--- src/rtl/cbfp_block_sched.sv ---
// cbfp_block_sched
// ----------------
// Frame-level scheduler in front of the CBFP normalisation datapath of an
// FFT stage. Upstream 16-lane beats arrive over a valid/ready handshake and
// are grouped into blocks of BEATS_PER_BLOCK beats. Each block goes to the
// datapath as one contiguous burst. Consecutive block starts are kept at
// least MIN_GAP cycles apart. Blocks retiring from the datapath are counted
// so that frame completion, or a stalled datapath, can be reported.
//
// Ports
//   clk            clock
//   rst            synchronous active-high reset
//   start          frame start pulse, honoured only while idle
//   abort          synchronous abort back to idle
//   s_valid        upstream beat valid
//   s_ready        upstream beat ready
//   dp_in_valid    beat strobe into the CBFP datapath
//   dp_valid_out   datapath output valid, one rising edge per retired block
//   blk_issue_idx  index of the block currently or last issued
//   blk_out_idx    index of the block currently leaving the datapath
//   busy           high whenever the scheduler is not idle
//   frame_done     one-cycle pulse once every block of the frame has retired
//   err_underrun   sticky, upstream had no beat ready in the middle of a burst
//   err_timeout    sticky, drain watchdog expired
module cbfp_block_sched #(
    parameter int BEATS_PER_BLOCK = 4,
    parameter int MIN_GAP         = 32,
    parameter int NUM_BLOCKS      = 8,
    parameter int TIMEOUT         = 255
) (
    input  logic       clk,
    input  logic       rst,
    input  logic       start,
    input  logic       abort,
    input  logic       s_valid,
    output logic       s_ready,
    output logic       dp_in_valid,
    input  logic       dp_valid_out,
    output logic [2:0] blk_issue_idx,
    output logic [2:0] blk_out_idx,
    output logic       busy,
    output logic       frame_done,
    output logic       err_underrun,
    output logic       err_timeout
);

    localparam int BW = (BEATS_PER_BLOCK > 2) ? $clog2(BEATS_PER_BLOCK) : 1;
    localparam int GW = $clog2(MIN_GAP) + 1;
    localparam int WW = $clog2(TIMEOUT + 1);

    localparam logic [BW-1:0] LAST_BEAT = BW'(BEATS_PER_BLOCK - 1);
    localparam logic [GW-1:0] GAP_LOAD  = GW'(MIN_GAP - 1);
    localparam logic [WW-1:0] WDOG_LAST = WW'(TIMEOUT - 1);
    localparam logic [3:0]    NUM_BLK   = 4'(NUM_BLOCKS);

    typedef enum logic [1:0] {
        IDLE,
        ISSUE,
        GAP,
        DRAIN
    } state_t;

    state_t        state;
    state_t        state_nxt;
    logic [BW-1:0] beat_cnt;
    logic [GW-1:0] gap_cnt;
    logic [WW-1:0] wdog;
    logic [3:0]    issued;
    logic [3:0]    retired;
    logic          dvo_q;

    logic          accept;
    logic          in_burst;
    logic          last_beat;
    logic          retire;
    logic          wdog_expire;

    // Per-cycle events. beat_cnt == 0 in ISSUE means the block is still
    // waiting for its first beat; any other value is a committed burst beat.
    // A retire is a rising edge on dp_valid_out, and it only counts while a
    // block is actually outstanding.
    always_comb begin
        in_burst    = (state == ISSUE) && (beat_cnt != '0);
        accept      = (state == ISSUE) && (beat_cnt == '0) && s_valid;
        last_beat   = in_burst && (beat_cnt == LAST_BEAT);
        retire      = (state != IDLE) && dp_valid_out && !dvo_q && (retired != issued);
        wdog_expire = (state == DRAIN) && (retired != NUM_BLK) && !retire
                      && (wdog == WDOG_LAST);
    end

    // Next-state and output decode. The spacing counter is loaded with
    // MIN_GAP-1 on the first beat and reaches zero exactly MIN_GAP cycles
    // later, so the state must already be ISSUE on that cycle. For that
    // reason GAP is left (or skipped) one cycle early, when the counter
    // reads 1. Abort overrides every other transition.
    always_comb begin
        state_nxt   = state;
        s_ready     = 1'b0;
        dp_in_valid = 1'b0;
        frame_done  = 1'b0;
        busy        = (state != IDLE);
        case (state)
            IDLE: begin
                if (start) begin
                    state_nxt = ISSUE;
                end
            end
            ISSUE: begin
                s_ready     = 1'b1;
                dp_in_valid = in_burst | s_valid;
                if (last_beat) begin
                    if ((issued + 4'd1) >= NUM_BLK) begin
                        state_nxt = DRAIN;
                    end else if (gap_cnt > GW'(1)) begin
                        state_nxt = GAP;
                    end else begin
                        state_nxt = ISSUE;
                    end
                end
            end
            GAP: begin
                if (gap_cnt <= GW'(1)) begin
                    state_nxt = ISSUE;
                end
            end
            DRAIN: begin
                if (retired == NUM_BLK) begin
                    frame_done = !abort;
                    state_nxt  = IDLE;
                end else if (wdog_expire) begin
                    state_nxt = IDLE;
                end
            end
            default: state_nxt = IDLE;
        endcase
        if (abort) begin
            state_nxt = IDLE;
        end
    end

    // State, counters and sticky flags. A frame start clears everything the
    // previous frame left behind. An abort freezes counters and flags where
    // they are, so a truncated burst never raises an underrun.
    always_ff @(posedge clk) begin
        if (rst) begin
            state         <= IDLE;
            beat_cnt      <= '0;
            gap_cnt       <= '0;
            wdog          <= '0;
            issued        <= '0;
            retired       <= '0;
            dvo_q         <= 1'b0;
            blk_issue_idx <= '0;
            blk_out_idx   <= '0;
            err_underrun  <= 1'b0;
            err_timeout   <= 1'b0;
        end else begin
            state <= state_nxt;
            dvo_q <= dp_valid_out;
            if (state == IDLE) begin
                if (start && !abort) begin
                    beat_cnt      <= '0;
                    gap_cnt       <= '0;
                    wdog          <= '0;
                    issued        <= '0;
                    retired       <= '0;
                    blk_issue_idx <= '0;
                    blk_out_idx   <= '0;
                    err_underrun  <= 1'b0;
                    err_timeout   <= 1'b0;
                end
            end else if (!abort) begin
                if (accept) begin
                    beat_cnt      <= BW'(1);
                    gap_cnt       <= GAP_LOAD;
                    blk_issue_idx <= issued[2:0];
                end else begin
                    if (gap_cnt != '0) begin
                        gap_cnt <= gap_cnt - GW'(1);
                    end
                    if (in_burst) begin
                        if (!s_valid) begin
                            err_underrun <= 1'b1;
                        end
                        if (last_beat) begin
                            beat_cnt <= '0;
                            issued   <= issued + 4'd1;
                        end else begin
                            beat_cnt <= beat_cnt + BW'(1);
                        end
                    end
                end
                if (retire) begin
                    retired     <= retired + 4'd1;
                    blk_out_idx <= retired[2:0];
                end
                if (state == DRAIN) begin
                    if (retire) begin
                        wdog <= '0;
                    end else begin
                        wdog <= wdog + WW'(1);
                    end
                    if (wdog_expire) begin
                        err_timeout <= 1'b1;
                    end
                end else begin
                    wdog <= '0;
                end
            end
        end
    end

endmodule
--- config.mk ---
export PLATFORM = sky130hd
export DESIGN_NAME = cbfp_block_sched
export DESIGN_NICKNAME = d
export VERILOG_FILES = /design/src/rtl/cbfp_block_sched.sv
export SDC_FILE = /design/constraint.sdc
export NUM_CORES = 1
export LEC_CHECK = 0
export CAP_MARGIN = 40
export CORE_AREA = 10 10 86 88
export DETAILED_ROUTE_END_ITERATION = 10
export DIE_AREA = 0 0 96 98
export GPL_TIMING_DRIVEN = 0
export HOLD_SLACK_MARGIN = 0.05
export PLACE_DENSITY = 0.5
export SLEW_MARGIN = 20
export SYNTH_ARGS = -nofsm -noshare
export SYNTH_HDL_FRONTEND = slang
export SYNTH_SLANG_ARGS = --single-unit
--- constraint.sdc ---
create_clock -name clk -period 5.9 [get_ports clk]
set_clock_uncertainty 0.05 [all_clocks]
set_input_delay 1.18 -clock clk [delete_from_list [all_inputs] [get_ports clk]]
set_output_delay 1.18 -clock clk [all_outputs]
set_load 0.01 [all_outputs]
==> results.json, run 1 <==
{
  "status": "finished, final reports clean",
  "crit_arrival_ps": 2730,
  "gr-usage-all-layers": 0.104,
  "wire_per_inst_um": 14.4,
  "synth_area_um2": 1930,
  "worst-setup-path-type": "primary input to primary output",
  "wl_mm": 4.68,
  "worstReg2RegStart": "state[0]",
  "synth_area_per_cell_um2": 8.52,
  "post_cts_resized": 0,
  "ys_ff_latch": 35,
  "synthCells": 227,
  "routed_via_density": 5.12,
  "yosysWarningCount": 0,
  "worst_hold_path_type": "flip-flop to flip-flop",
  "dieArea_um2": 9410,
  "diodes": 0,
  "critPathRequiredTime_ps": 4670,
  "drive_above_1_share": 0.0797,
  "relSlewSlack": 0.588,
  "seqCellArea_um2": 701,
  "power_density_nw_per_um2": 214,
  "drtPass1Iterations": 4,
  "antenna_left": 0,
  "dp_cells": 318,
  "h-tree-depth": 2,
  "crit_fanout": 6,
  "vias": 1669,
  "ctsRootBufferMaster": "clkbuf_8",
  "drv_slew": 0,
  "overflow": 0,
  "max_freq_mhz": 252,
  "ys_async_sr_fraction": 0,
  "ys_seq_area_frac": 0.362,
  "rows": 28,
  "stdcell_count": 326,
  "dieWidth_um": 96,
  "ios": 18,
  "ctsHoldBuffers": 0,
  "cellLeakagePower_uw": 0.000800,
  "cts_sinks": 35,
  "setup_viol": 0,
  "io_buffers": 16,
  "critPathSlowestCell": "clkdlybuf4s50_1",
  "cts_tree": "done",
  "fin_ws_ps": 1940,
  "dpl.hpwl_mm": 3.44,
  "crit_path_end": "dp_in_valid",
  "post_cts_buffers": 0,
  "worst_skew_pair.late_latency_ps": 280,
  "synth_edf_count": 0,
  "fin_util": 0.395,
  "cp-end-kind": "primary output",
  "critPathLaunchType": "primary input",
  "crit_chain": "clkdlybuf4s50_1, inv_1, a21boi_0, clkdlybuf4s50_1",
  "synth.distinct_cells": 48,
  "critPathMaxStageDelay_ps": 620,
  "crit_family": "buffers and inverters",
  "ff2ff_path_depth": 8,
  "area_growth_pct": 17.3,
  "grt_pass1_vias": 1577,
  "grt_max_degree": 11,
  "nFillCells": 597,
  "place.gp.congestion": 0.755,
  "clk_path_buf_depth": 2,
  "drt-initial-drc-count": 46,
  "whs_ps": 428,
  "r2r_end": "beat_cnt[1]",
  "vdd_drop_max_mv": 0.128,
  "core_area_um2": 5750,
  "synth.net_count": 246,
  "fin_crit_sh": 0.671,
  "crit_start": "s_valid",
  "cp.buffers_inverters": 3,
  "final_hold_viol_count": 0,
  "final.min_clock_period_ps": 3960,
  "dpl_worst_slack_ps": 1930,
  "critPathMostFrequentCell": "clkdlybuf4s50_1",
  "cp.depth": 4,
  "drc": 0,
  "rsz0062_at_grt": "false",
  "r2r_slack_ps": 3580,
  "maxCapViolations": 0,
  "tightest_slew_ps": 615,
  "grt_pass1_wl_mm": 7.80,
  "antenna_found_initial": 0,
  "multi_input_area_um2": 1130,
  "initial_utilization": 0.337,
  "dieHeight_um": 98,
  "ys.flop_type": "dfxtp_1",
  "nNetsFinal": 269,
  "clk_pin_slew_ps": 70,
  "tns_ps": 0,
  "cts_made_buffers": 5
}
-- layout by cell type, fill, tap and decap left out, types with 2 or more instances in the layout --
cell type	n
nand3_1	8
xnor2_1	10
and3_1	4
nand2b_1	3
a21oi_1	15
inv_1	16
buf_2	5
dfxtp_1	35
nor2b_1	4
clkbuf_8	5
o21ai_0	12
clkdlybuf4s50_1	16
mux2i_1	3
a31oi_1	2
o21a_1	3
o31ai_1	2
nand2_1	12
and2_1	2
xor2_1	4
ha_1	13
a32oi_1	2
a22o_1	3
nand3b_1	2
a211oi_1	2
nor2_1	25
o211ai_1	2
clkbuf_1	5
nor3_1	5
nand4_1	9
-- through the flow --
step | power [uW] | cell area (um^2)
2_1_floorplan | 301 | 1930
3_3_place_gp | 324 | 2190
3_5_place_dp | 323 | 2190
4_1_cts | 494 | 2270
5_1_grt | 514 | 2270
6_report | 487 | 2270
-- where the power goes --
group / switching, uW / internal (uW) / leakage (uW)
Combinational: 44.1 / 27.7 / 0.000475
Clock: 86.2 / 82.9 / 0.0000422
Sequential: 4.88 / 241 / 0.000283
-- cell usage after synthesis, types with 2 or more instances --
master | number | area (um^2)
nand3b_1 | 2 | 15.0
and2_1 | 2 | 12.5
inv_1 | 16 | 60.1
nand3_1 | 8 | 40.0
nand4_1 | 9 | 56.3
nand2b_1 | 3 | 18.8
xor2_1 | 4 | 35.0
clkbuf_1 | 3 | 11.3
nor2b_1 | 4 | 25.0
o21ai_0 | 12 | 60.1
o211ai_1 | 2 | 15.0
nor3_1 | 5 | 25.0
a22o_1 | 3 | 26.3
buf_2 | 5 | 25.0
a31oi_1 | 2 | 12.5
dfxtp_1 | 35 | 701
xnor2_1 | 10 | 87.6
ha_1 | 13 | 163
o31ai_1 | 2 | 15.0
and3_1 | 4 | 25.0
mux2i_1 | 3 | 30.0
a211oi_1 | 2 | 15.0
o21a_1 | 3 | 22.5
nand2_1 | 12 | 45.0
nor2_1 | 25 | 93.8
a21oi_1 | 15 | 75.1
a32oi_1 | 2 | 17.5
-- tightest hold or removal path: cells and delay by family (launching register included) --
family / cells / cell delay [ps]
DFF: 1 / 310
AOI/OAI and AO/OA: 2 / 120
-- state kept, by name, indices dropped and copies added, names as in the netlist, 2 cells and up --
name and count:
blk_out_idx 3, issued 4, retired 4, beat_cnt 2, wdog 8, state 2, gap_cnt 6, blk_issue_idx 3
-- layer usage --
metal | vias up | GRT usage | part of all wire
li1 | 861 | - | -
met3 | 10 | 0.0322 | 0.050
met1 | 776 | 0.141 | 0.51
met4 | 0 | 0.0409 | 0.018
met5 | - | 0 | 0
met2 | 22 | 0.148 | 0.43
-- worst min-delay path by stage --
stage | start | cells after the start | slack, ps | to
after global placement | blk_issue_idx[2] | 1 | 420 | blk_issue_idx[2]
final | blk_out_idx[0] | 2 | 430 | blk_out_idx[0]
after detailed placement | blk_out_idx[1] | 2 | 420 | blk_out_idx[1]
after global routing | blk_issue_idx[0] | 1 | 450 | blk_issue_idx[0]
after CTS | blk_out_idx[0] | 2 | 440 | blk_out_idx[0]
after floorplan | gap_cnt[4] | 2 | 410 | gap_cnt[4]
-- logic make-up (layout without fill, tap and decap cells) --
kind of cell	after synthesis	count (layout)	share of synthesized area
fa+ha+maj	13	13	0.0841
xor+xnor	14	14	0.0634
buf+inv	25	49	0.0517
flops	35	35	0.362
simple gates	81	81	0.217
compound gates	56	56	0.206
mux	3	3	0.0155
-- area by class of cell --
| cell class | instances | share of cell area |
|---|---|---|
| sequential | 35 | 0.309 |
| tap | 75 | 0.0413 |
| clock buffer | 7 | 0.0336 |
| buffer | 9 | 0.0176 |
| clock inverter | 1 | 0.00221 |
| inverter | 16 | 0.0265 |
| multi-input combinational | 167 | 0.499 |
| timing repair buffer | 16 | 0.0706 |
Note: power is estimated with default switching activity, not from simulation.
==> inputs of run 2 (changes only) <==
--- a/config.mk
+++ b/config.mk
@@ -11,7 +11,7 @@
 export DIE_AREA = 0 0 96 98
 export GPL_TIMING_DRIVEN = 0
 export HOLD_SLACK_MARGIN = 0.05
-export PLACE_DENSITY = 0.5
+export PLACE_DENSITY = 0.52
 export SLEW_MARGIN = 20
 export SYNTH_ARGS = -nofsm -noshare
 export SYNTH_HDL_FRONTEND = slang
==> constraint.sdc (replaced) <==
create_clock -name clk -period 3.46 [get_ports clk]
set_clock_uncertainty 0.05 [all_clocks]
set_input_delay 0.692 -clock clk [delete_from_list [all_inputs] [get_ports clk]]
set_output_delay 0.692 -clock clk [all_outputs]
set_load 0.01 [all_outputs]
==> results.json, run 2 (synthesized netlist as in run 1, its figures left out) <==
{
  "status": "finished, final reports clean",
  "ctsHoldBuffers": 0,
  "cts_sinks": 35,
  "worstReg2RegStart": "state[0]",
  "dieArea_um2": 9410,
  "multi_input_area_um2": 1130,
  "area_growth_pct": 19.2,
  "max_freq_mhz": 335,
  "dieHeight_um": 98,
  "vias": 1630,
  "crit_start": "s_valid",
  "placed_area_um2": 2190,
  "maxCapViolations": 0,
  "clk_path_buf_depth": 2,
  "worst-setup-path-type": "primary input to primary output",
  "r2r_slack_ps": 1180,
  "top_register": "wdog",
  "largest_register_ffs": 8,
  "reg.largest.list": "wdog: 8 flops, gap_cnt: 6 flops",
  "vdd_drop_max_mv": 0.180,
  "drt-initial-drc-count": 99,
  "r2r_end": "beat_cnt[0]",
  "post_cts_resized": 0,
  "cts_made_buffers": 5,
  "antenna_found_initial": 0,
  "routed_via_density": 5.00,
  "final_hold_viol_count": 0,
  "rows": 28,
  "tns_ps": 0,
  "clk_pin_slew_ps": 70,
  "power_density_nw_per_um2": 403,
  "cellLeakagePower_uw": 0.000819,
  "ctsRootBufferMaster": "clkbuf_8",
  "crit_arrival_ps": 2240,
  "io_buffers": 16,
  "layout_commonest_cell": "dfxtp_1",
  "overflow": 0,
  "core_area_um2": 5750,
  "grt_max_degree": 12,
  "drc": 0,
  "fin_area_um2": 2310,
  "tightest_slew_ps": 572,
  "ff2ff_path_depth": 8,
  "stdcell_count": 326,
  "grt_pass1_wl_mm": 7.70,
  "worst_skew_pair.late_latency_ps": 290,
  "grt_pass1_vias": 1579,
  "diodes": 0,
  "final_cell_mix": "35 x dfxtp_1, 25 x nor2_1, 16 x inv_1, 16 x clkdlybuf4s50_1, 15 x a21oi_1",
  "nFillCells": 599,
  "dp_cells": 318,
  "crit_fanout": 6,
  "crit_path_end": "dp_in_valid",
  "h-tree-depth": 2,
  "worst_hold_path_type": "flip-flop to flip-flop",
  "wl_mm": 4.58,
  "antenna_left": 0,
  "critPathRequiredTime_ps": 2720,
  "drive_above_1_share": 0.0876,
  "rsz0062_at_grt": "false",
  "nNetsFinal": 269,
  "ios": 18,
  "wire_per_inst_um": 14.0,
  "gr-usage-all-layers": 0.100,
  "initial_utilization": 0.337,
  "cts_tree": "done",
  "cp-end-kind": "primary output",
  "finalPower_uw": 929,
  "final.min_clock_period_ps": 2980,
  "critPathLaunchType": "primary input",
  "place.gp.congestion": 0.768,
  "post_cts_buffers": 0,
  "relSlewSlack": 0.619,
  "seqCellArea_um2": 701,
  "drtPass1Iterations": 4,
  "dpl.hpwl_mm": 3.36,
  "fin_crit_sh": 0.862,
  "dieWidth_um": 96,
  "setup_viol": 0,
  "drv_slew": 0
}
[run 2: final cells by class]
class,instances,share of cell area
Multi-Input combinational cell,167,0.492
Sequential cell,35,0.304
Timing Repair Buffer,16,0.0695
Tap cell,75,0.0407
Clock buffer,6,0.0358
Inverter,16,0.0260
Buffer,9,0.0174
Clock inverter,2,0.0152
[run 2: layer usage]
layer  part of all wire  track usage  vias to the layer above
met3              0.058       0.0329                       10
met1               0.50        0.135                      732
met2               0.43        0.144                       36
met4              0.019       0.0386                        0
li1                   -            -                      852
met5                  0            0                        -
[run 2: how the worst min path moves through the flow]
stage                                 from               end  slack (ps)  cells after the start
after CTS                 blk_issue_idx[1]  blk_issue_idx[1]         440                      1
after floorplan                 gap_cnt[4]        gap_cnt[4]         410                      2
after detailed placement    blk_out_idx[1]    blk_out_idx[1]         420                      2
final                       blk_out_idx[2]    blk_out_idx[2]         430                      2
after global placement        err_underrun      err_underrun         410                      1
after global routing          err_underrun      err_underrun         450                      1
[run 2: report_power, final]
group          switching [uW]  total, uW  internal [uW]
Clock                     155        388            233
Combinational            74.9        122           47.3
Sequential               8.37        419            410
[run 2: worst max-delay path, stage by stage]
cell,delay [ps]
clkdlybuf4s50_1,580
inv_1,60
a21boi_0,300
clkdlybuf4s50_1,610
[run 2: per-stage QoR]
step / util / hold WS (ps) / worst slack [ps]
finish: 0.401 / 431 / 476
global route: 0.401 / 447 / 392
global placement: 0.381 / 406 / 460
floorplan: - / 413 / 1510
detailed placement: 0.381 / 417 / 462
CTS: 0.401 / 437 / 442
